<file path="config.mk">
export PLATFORM = sky130hd
export DESIGN_NAME = rand_byte_collector
export DESIGN_NICKNAME = d
export VERILOG_FILES = /design/src/rtl/rand_byte_collector.sv
export SDC_FILE = /design/constraint.sdc
export NUM_CORES = 1
export LEC_CHECK = 0
export BUFFER_PORTS_ARGS = -buffer_cell sky130_fd_sc_hd__buf_2
export CAP_MARGIN = 20
export CORE_ASPECT_RATIO = 1.1
export CORE_MARGIN = 3
export CORE_UTILIZATION = 45
export CTS_BUF_LIST = sky130_fd_sc_hd__clkbuf_4
export CTS_CLUSTER_SIZE = 25
export DETAILED_ROUTE_END_ITERATION = 8
export PLACE_DENSITY = 0.67
export SLEW_MARGIN = 20
export SYNTH_ARGS = -nofsm -noshare
export SYNTH_HDL_FRONTEND = slang
export SYNTH_SLANG_ARGS = --single-unit
</file>
<file path="constraint.sdc">
create_clock -name i_clk -period 1.95 [get_ports i_clk]
set_input_delay 0.39 -clock i_clk [delete_from_list [all_inputs] [get_ports i_clk]]
set_output_delay 0.39 -clock i_clk [all_outputs]
set_load 0.03 [all_outputs]
</file>
<file path="src/rtl/rand_byte_collector.sv">
// -----------------------------------------------------------------------------
// rand_byte_collector
//
// Consumer end of the entropy unit. It samples the raw random bit stream while
// the enable-chain flag is high and runs a repetition-count health test on
// every raw sample. Accepted bits are packed MSB-first into WIDTH-bit words,
// and each word is offered on a valid/ready handshake.
//
// Parameters
//   WIDTH      output word width in bits (2..32)
//   REP_LIMIT  identical consecutive raw bits that declare a failure (2..255)
//
// Ports
//   i_clk         clock, all logic on the rising edge
//   i_res_n       asynchronous active-low reset
//   i_random      raw random bit, already synchronised to i_clk
//   i_enChain     source valid: i_random is sampled only when high
//   i_ready       consumer ready; a word transfers on o_valid && i_ready
//   i_clear_fail  clears a sticky health failure (level-sampled)
//   o_data        packed word; the first accepted bit lands in the MSB
//   o_valid       o_data holds a word that has not been transferred yet
//   o_drop        one-cycle pulse: a completed word was discarded
//   o_fail        sticky health failure
//
// Optional feature
//   RAND_COLLECT_VN_EN  when defined, von Neumann debiasing sits between
//                       sampling and packing (10 -> 1, 01 -> 0, 00/11 -> none).
//                       The health test still sees every raw sample.
// -----------------------------------------------------------------------------
module rand_byte_collector #(
  parameter int WIDTH     = 8,
  parameter int REP_LIMIT = 16
) (
  input  logic             i_clk,
  input  logic             i_res_n,
  input  logic             i_random,
  input  logic             i_enChain,
  input  logic             i_ready,
  input  logic             i_clear_fail,
  output logic [WIDTH-1:0] o_data,
  output logic             o_valid,
  output logic             o_drop,
  output logic             o_fail
);

  localparam int CNT_W = $clog2(WIDTH + 1);
  localparam int REP_W = $clog2(REP_LIMIT);

  typedef enum logic {
    COLLECT = 1'b0,
    FAIL    = 1'b1
  } state_t;

  state_t            state;
  logic [WIDTH-1:0]  sr;
  logic [CNT_W-1:0]  cnt;
  logic [REP_W-1:0]  rep;
  logic              last_bit;
  // Marks that last_bit holds a real sample; the first sample after reset
  // is treated as a change of value.
  logic              have_last;

  logic              sample;
  logic              same_bit;
  logic              fail_now;
  logic [REP_W-1:0]  rep_nxt;
  logic              accept;
  logic              acc_bit;
  logic              word_done;
  logic [WIDTH-1:0]  sr_nxt;

  assign sample = (state == COLLECT) && i_enChain;

  // Repetition counter: rep counts repeats beyond the first bit of a run, so
  // a run of REP_LIMIT identical bits is the one that would push rep to
  // REP_LIMIT-1.
  always_comb begin
    same_bit = have_last && (i_random == last_bit);
    rep_nxt  = rep;
    fail_now = 1'b0;
    if (same_bit) begin
      if (rep < REP_W'(REP_LIMIT - 1)) begin
        rep_nxt = rep + REP_W'(1);
      end
      if (rep == REP_W'(REP_LIMIT - 2)) begin
        fail_now = sample;
      end
    end else begin
      rep_nxt = '0;
    end
  end

`ifdef RAND_COLLECT_VN_EN
  logic pair_flag;
  logic pair_bit;

  // A pair yields a bit only when its halves differ; the result equals the
  // first half (10 -> 1, 01 -> 0).
  assign accept  = sample && pair_flag && (pair_bit != i_random);
  assign acc_bit = pair_bit;

  // Pairing restarts whenever the source drops its enable, on a failure, and
  // while the block sits in FAIL.
  always_ff @(posedge i_clk or negedge i_res_n) begin
    if (!i_res_n) begin
      pair_flag <= 1'b0;
      pair_bit  <= 1'b0;
    end else if (!sample || fail_now) begin
      pair_flag <= 1'b0;
    end else begin
      pair_flag <= !pair_flag;
      if (!pair_flag) begin
        pair_bit <= i_random;
      end
    end
  end
`else
  assign accept  = sample;
  assign acc_bit = i_random;
`endif

  assign sr_nxt    = {sr[WIDTH-2:0], acc_bit};
  assign word_done = accept && (cnt == CNT_W'(WIDTH - 1));

  always_ff @(posedge i_clk or negedge i_res_n) begin
    if (!i_res_n) begin
      state     <= COLLECT;
      sr        <= '0;
      cnt       <= '0;
      rep       <= '0;
      last_bit  <= 1'b0;
      have_last <= 1'b0;
      o_data    <= '0;
      o_valid   <= 1'b0;
      o_drop    <= 1'b0;
      o_fail    <= 1'b0;
    end else begin
      o_drop <= 1'b0;
      case (state)
        COLLECT: begin
          if (sample) begin
            last_bit  <= i_random;
            have_last <= 1'b1;
            rep       <= rep_nxt;
          end
          if (fail_now) begin
            // A word completing on the failing sample is lost, not dropped.
            state   <= FAIL;
            o_fail  <= 1'b1;
            o_valid <= 1'b0;
            sr      <= '0;
            cnt     <= '0;
          end else begin
            if (o_valid && i_ready) begin
              o_valid <= 1'b0;
            end
            if (accept) begin
              sr <= sr_nxt;
              if (word_done) begin
                cnt <= '0;
                if (o_valid && !i_ready) begin
                  // Held word stays untouched; the new one is discarded.
                  o_drop <= 1'b1;
                end else begin
                  o_data  <= sr_nxt;
                  o_valid <= 1'b1;
                end
              end else begin
                cnt <= cnt + CNT_W'(1);
              end
            end
          end
        end
        FAIL: begin
          o_valid <= 1'b0;
          if (i_clear_fail) begin
            state  <= COLLECT;
            o_fail <= 1'b0;
            rep    <= '0;
          end
        end
        default: state <= COLLECT;
      endcase
    end
  end

endmodule

</file>
==> summary by stage, run 1 <==
Placed design
The HPWL after detailed placement is 1790 microns. The placed instance area is 0.00145 sq mm. The congestion estimate from routability-driven global placement came to 0.793. The count of buffers added on input and output ports is 16.

Worst setup path
The largest fanout of any net on the critical path is 8. STA classifies the critical path startpoint as a flip-flop. The worst register-to-register path has a depth of 6.

The critical path goes through ha_1 > and4_1 > and2_4 > nor4_4 > buf_6 > mux2_2. The required time reported for the critical path endpoint is 2.15 ns. Data on the critical path arrives at its endpoint at 2.04 ns. The worst stage delay on the critical path is 0.41 ns. By startpoint and endpoint, the worst setup path is classified as flip-flop to flip-flop. STA classifies the critical path endpoint as a flip-flop. The cell type of the slowest stage on the worst timing path is dfrtp_1.

Pwr
For this design the ratio of total power to cell area is 1020 mW/mm^2. The static power due to leakage is 0.732 nW. Across the VDD grid, the largest voltage drop is 0.000608 V.

Yosys
The mapped netlist covers 0.00130 sq mm. Of all flip-flops after synthesis, the portion carrying an async set or reset was 1.00. Of the post-synthesis cell area, the part taken by muxes is 0.0692. The Yosys warning count is 0. Of the total synthesized cell area, the portion taken by AND, OR, NAND and NOR gates is 0.221. dfrtp_1 is the most common cell in the netlist.

The most used flip-flop cell after synthesis is dfrtp_1. The top-area cell type share of the netlist area is 0.558. The cell count after synthesis came out at 126.

The compound-gate portion of the synthesized area is 0.0952. Yosys mapped a number of flops with a built-in enable equal to 0. By count the netlist is led by 29 x dfrtp_1, 28 x nand2_1, 11 x o21ai_0. After synthesis, the largest family of logic cells by area is simple AND/OR/NAND/NOR gates.

Yosys mapped the design onto 31 distinct sky130hd cell types. Yosys attributes the largest share of cell area to dfrtp_1 56%, nand2_1 8.1%, mux2_2 6.9%. The largest total area in the synthesized netlist belongs to dfrtp_1.

In this run the mean area of a mapped cell was 10.3 sq um. The synthesis-stage register bit count is 29. The number of nets in the synthesized netlist is 135. The share of the Yosys chip area taken by registers is 0.558. The area share of xor/xnor cells in the synthesized design is 0.00673. The share of synthesized cell area in full adder, half adder and majority cells is 0.0288.

Clock network
The number of sinks handled by clock tree synthesis is 29. The clock tree root driver cell is clkbuf_4. In this run the number of H-tree levels came out at 2.

The TritonCTS buffer count is 5. Clock latency on the worst-skew pair, taken at its later pin, is 0.32 ns. After clock tree synthesis, the clock-pin slew on the worst setup and hold paths is 0.09 ns. The CTS tree is yes.

The longest clock path from root to sink contains 2 buffers.

STA
The slew at the pin closest to its max-slew limit is 0.638 ns. The total count of hold-check failures in the final report is 0. The setup TNS after final layout is 0 ns. The highest achievable clock rate is 0.544 GHz.

For the final database, setup skew stands at 0.00538 ns. The headroom to the max-slew limit is 0.575. The number of slew-limit violations in the final report is 0. Setup repair after global routing left no endpoint under its margin. The share of the cycle needed by the critical path after routing is 0.942.

The routed design could run at a clock period as short as 1.84 ns. The final number of setup-violating endpoints is 0.

Layout
The final layout contains 159 nets. Summing all flip-flop and latch instances after layout gives 726 sq um. The area growth from synthesis to layout is 15.1%. Of the cells placed in the final design, the portion with a size suffix greater than 1 is 0.253. The number of diodes is 0. With fillers left out, the area of the finished cells amounts to 0.00150 sq mm. The filler cells instantiated in the layout total 233. The multi-input combinational cells in the finished layout cover a total of 548 sq um.

GRT
The pin count of the biggest net entering global routing is 30. The initial antenna violation count is 0. The combined global-route utilization of all metal layers is 0.169. The number of global-route vias before repair was 1019. The remaining global-route overflow is 0. The wire length of the first global-routing pass is 4690 microns.

Job
Max-cap violations in this run came to 0.

Drt
Summed over all layers, the routed wires come to 2520 microns. In the final routed layout, each cell accounts on average for 13.9 microns. After detailed routing, the number of vias per cell comes to 5.39. In this run the remaining antenna-violating nets after routing total 0.

The detailed router placed 976 vias in this run. The number of violations reported at the end of detailed-routing iteration 0 is 9. The total DRC errors in the routed layout is 0. The first-pass detailed-route iteration total is 4.

Floorplanning
The starting utilization of the core area is 0.498. For this design the top-level I/O count stands at 17. The area of the core is 0.00262 sq mm.

The floorplan step set the die height to 62.4 microns. The area enclosed by the die boundary is 0.00357 sq mm. The number of placement rows is 19. The die is 57.3 microns wide.

Min path
The class of the most critical hold timing path is input pin to asynchronous set/reset pin.

Status
The run finished with clean final reports.
sequential cells by signal (all words and copies together), names as in the netlist:
register and cells:
cnt 4, have_last 1, last_bit 1, o_data 8
o_drop 1, o_fail 1, o_valid 1, rep 4
sr 7, state 1
placed cells by master (no fill, tap or decap), drive strengths merged, types with 2 or more instances in the layout:
cell,instances
and3,2
nand2b,3
buf,22
and2,2
o21ai,11
ha,3
inv,2
dfrtp,29
a21oi,2
clkbuf,6
nor4,2
mux2,8
nand2,28
o22ai,3
nor2,4
nand3,9
layout make-up:
cell class / count / area share
clock inverter: 1 / 0.00251
inverter: 2 / 0.00501
clock buffer: 6 / 0.0301
multi-input combinational: 90 / 0.366
tap: 31 / 0.0259
timing repair buffer: 22 / 0.0860
sequential: 29 / 0.485
what timing repair did:
item,CTS,global route
setup buffers,0,0
hold endpoints to repair,0,0
endpoints found under the setup margin,0,2
hold buffers,0,0
gates resized for setup,0,1
cell families (layout without fill, tap and decap cells):
kind of cell,count (synthesis),after routing
xor gates and xnor gates,1,1
AOI/OAI and AO/OA,21,21
buffers and inverters,7,31
and+or+nand+nor,57,57
DFF,29,29
muxes,8,8
adders and majority gates,3,3
where the power goes:
group,switching [mW],internal [mW]
Sequential,0.0833,0.718
Combinational,0.241,0.153
Clock,0.194,0.144
worst paths after layout:
check | startpoint | end | slack (ns)
setup / recovery | rep[1] | o_data[4] | 0.11
hold / removal | i_res_n | o_drop | 0.08
setup reg to reg | rep[1] | o_data[4] | 0.11
hold reg to reg | sr[6] | sr[6] | 0.49
max in group asynchronous | i_res_n | sr[1] | 1.45
min in group i_clk | i_clear_fail | state | 0.26
worst max-delay path, delay by kind of cell, from the launching register on:
kind / cells / cell delay [ns]
adder cells (fa/ha/maj): 1 / 0.18
buffers and inverters: 1 / 0.17
flip-flops: 1 / 0.41
multiplexers: 1 / 0.34
AND/OR/NAND/NOR: 3 / 0.61
per-stage QoR:
step | cells | hold WS, ns | worst slack (ns) | util | power (mW)
floorplan | 126 | 0.0944 | 0.0652 | - | 1.07
finish | 181 | 0.0822 | 0.113 | 0.573 | 1.53
CTS | 181 | 0.0927 | 0.0724 | 0.571 | 1.56
detailed placement | 174 | 0.453 | 0.0939 | 0.553 | 1.22
global placement | 174 | 0.445 | 0.141 | 0.553 | 1.19
global route | 181 | 0.108 | 0.0187 | 0.573 | 1.64
layer usage:
metal,vias up,share of wire,GRT usage,routed length [microns]
met3,5,0.031,0.0558,79
met1,475,0.44,0.202,1120
met5,-,0,0,0
li1,484,-,-,-
met4,0,0.017,0.0783,43
met2,12,0.51,0.271,1280
No activity file was read; power rests on OpenSTA's default activity.
==> inputs of run 2 (changes only) <==
Settings changed: MAX_ROUTING_LAYER set to met4.
==> run 2 against run 1 <==
Non-clock buffer count unchanged. Clock power about the same. Setup slack got worse by 0.00079 ns. Largest power group unchanged.
==> summary by stage, run 2 (synthesis gave the netlist of run 1 again) <==
Placed design
At the end of routability-driven placement, the weighted congestion stood at 0.805. The HPWL after detailed placement is 1790 microns. During placement, the flow inserted port buffers numbering 16.

Layout
The post-layout net count is 159. In the layout the commonest cells are 29 x dfrtp_1, 28 x nand2_1, 16 x buf_2. In the final layout, the registers with the most flip-flops are o_data: 8 flops, sr: 7 flops. The utilization after layout is 0.573.

The number of diodes is 0. The count of fill cells added during filler insertion is 233. From synthesis to final layout, the design area changed by 15.1%. The combined flip-flop and latch cell area is 726 sq um. The most flop-heavy register is o_data. Of the cells placed in the final design, the portion with a size suffix greater than 1 is 0.253. The most common cell after layout, fill and taps aside is dfrtp_1. The register with the most flip-flops in the layout has 8 of them.

The multi-input combinational cells in the finished layout cover a total of 548 sq um.

Status
The flow ran to the end, and the final reports show no timing, DRC or antenna violations.

GRT
The initial antenna violation count came to 0. Across every metal layer, demand over resource in global routing totals 0.172. The pin count of the biggest net entering global routing is 30. The number of global-route vias before repair is 1028. After global routing the overflow that remains totals 0. The first global-routing pass estimated 4690 microns of wire.

Clock network
The clock tree root driver cell is clkbuf_4. The CTS tree is yes. After clock tree synthesis, the clock-pin slew on the worst setup and hold paths is 0.09 ns. Buffers inserted during clock tree synthesis total 5.

For the worst-skew pair, the clock arrives at the later sink with an insertion delay of 0.32 ns. The number of sinks handled by clock tree synthesis is 29. The total number of H-tree levels is 2.

The post-CTS setup buffer count is 0. The number of buffers on the longest clock path is 2.

Worst setup path
The worst setup path is launched from a flip-flop. Among cell families on the critical path, the largest total delay comes from simple AND/OR/NAND/NOR gates. The required time reported for the critical path endpoint is 2.15 ns. The worst reg2reg path depth is 6. The startpoint identified for the worst register-to-register timing path is rep[1]. The setup check on the worst reg-to-reg path leaves a slack of 0.11 ns.

The endpoint of the worst register-to-register path is o_data[4]. The signal on the critical path passes through ha_1 > and4_1 > and2_4 > nor4_4 > buf_6 > mux2_2. The largest fanout of any net on the critical path is 8. STA puts the critical path data arrival time at 2.04 ns. The worst setup path is captured at a flip-flop. The worst stage delay on the critical path is 0.41 ns. On the critical path, the stage with the largest delay is an instance of dfrtp_1.

The worst setup path is of the flip-flop to flip-flop kind. Counting both buffers and inverters, the worst setup path holds a total of 1.

Drt
Summed over all layers, the routed wires come to 2520 microns. In the routed design, unresolved DRC markers number 0. The detail-routed net length per standard cell is 13.9 microns.

Summing over every cut layer, the via total after detailed routing is 973. For this block, the initial DRC count from the detailed router was 10. The detail route stage leaves a number of antenna-violating nets equal to 0.

In the routed layout, each cell is associated on average with a via count of 5.38. The first-pass detailed-route iteration total is 4.

Floorplanning
After floorplanning, the core was divided into 19 placement rows. The starting utilization of the core area is 0.498. Measured along the x axis, the die boundary spans 57.3 microns. The number of primary I/O pins is 17. The area of the core is 0.00262 sq mm.

The die is 62.4 microns tall. The floorplan step defined a die boundary enclosing 0.00357 sq mm.

Pwr
The logic gate share of total power is 0.257. The clock group share of total power is 0.222. The static power due to leakage is 0.732 nW. Internal power comes to 1.02 mW. The analysis attributes to net switching a power of 521 uW. Of the total power, registers draw 0.522.

The maximum vdd ir drop is 0.000608 V. The share of total power consumed by net switching is 0.339. The power density over the cells is 1030 mW/mm^2.

STA
The total count of hold-check failures in the final report is 0. In the finished design, the share of the clock period the worst path needs comes to 0.943. Static timing analysis puts the maximum clock frequency at 0.544 GHz. The slew at the pin closest to its max-slew limit is 0.642 ns. Summed over all failing endpoints, the final setup total negative slack is 0 ns. The number of slew-limit violations in the final report was 0. Setup repair after global routing left no endpoint under its margin. The post-route clock skew is 0.00497 ns.

The final number of setup-violating endpoints is 0. The headroom to the max-slew limit is 0.572. The final critical-path required period is 1.84 ns.

Job
Max-cap violations in this run came to 0.

Min path
The class of the most critical hold timing path is input pin to asynchronous set/reset pin.
[run 2: cell counts in the layout (fill, tap and decap cells not counted)]
Identical to the previous run, type by type.
[run 2: worst max-delay path by stage]
stage / from / end / depth (start not counted)
4_1_cts: rep[1] / o_data[4] / 6
3_5_place_dp: rep[1] / o_data[4] / 6
5_1_grt: rep[1] / o_data[7] / 6
6_report: rep[1] / o_data[4] / 6
2_1_floorplan: rep[0] / o_data[0] / 6
3_3_place_gp: rep[1] / o_data[3] / 6
[run 2: cell type report]
cell class                 count  share of cell area
clock buffer                   6              0.0301
clock inverter                 1             0.00251
inverter                       2             0.00501
multi-input combinational     90               0.366
sequential                    29               0.485
tap                           31              0.0259
timing repair buffer          22              0.0860
[run 2: per-stage QoR]
step / total power [mW] / instance area, sq um / hold slack [ns] / cells / setup slack [ns]
after CTS: 1.56 / 1490 / 0.0927 / 181 / 0.0724
after floorplan: 1.07 / 1300 / 0.0944 / 126 / 0.0652
after global routing: 1.64 / 1500 / 0.113 / 181 / 0.0188
after global placement: 1.19 / 1450 / 0.445 / 174 / 0.141
after detailed placement: 1.22 / 1450 / 0.453 / 174 / 0.0939
final: 1.54 / 1500 / 0.0838 / 181 / 0.112
[run 2: layer usage]
metal | part of all wire | vias up | routed length (microns) | track usage
met2 | 0.50 | 15 | 1260 | 0.271
li1 | - | 484 | - | -
met5 | 0 | - | 0 | -
met4 | 0.021 | 0 | 54 | 0.0783
met3 | 0.037 | 7 | 92 | 0.0496
met1 | 0.44 | 467 | 1120 | 0.202
[run 2: power groups by stage]
| stage | registers, mW | logic, mW | clock network (mW) |
|---|---|---|---|
| floorplan | 0.910 | 0.164 | 0 |
| global placement | 0.807 | 0.383 | 0 |
| global route | 0.822 | 0.435 | 0.383 |
| detailed placement | 0.817 | 0.398 | 0 |
| CTS | 0.804 | 0.401 | 0.353 |
| finish | 0.802 | 0.395 | 0.341 |
[run 2: timing repair]
action,in CTS,in global routing
gates resized for setup,0,1
hold buffers,0,0
endpoints found under the setup margin,0,2
[run 2: worst reg2reg max path: cells and delay by family, from the launching register on]
family / cells / cell delay, ns
DFF: 1 / 0.41
and+or+nand+nor: 3 / 0.61
buffers and inverters: 1 / 0.17
adders and majority gates: 1 / 0.18
muxes: 1 / 0.34
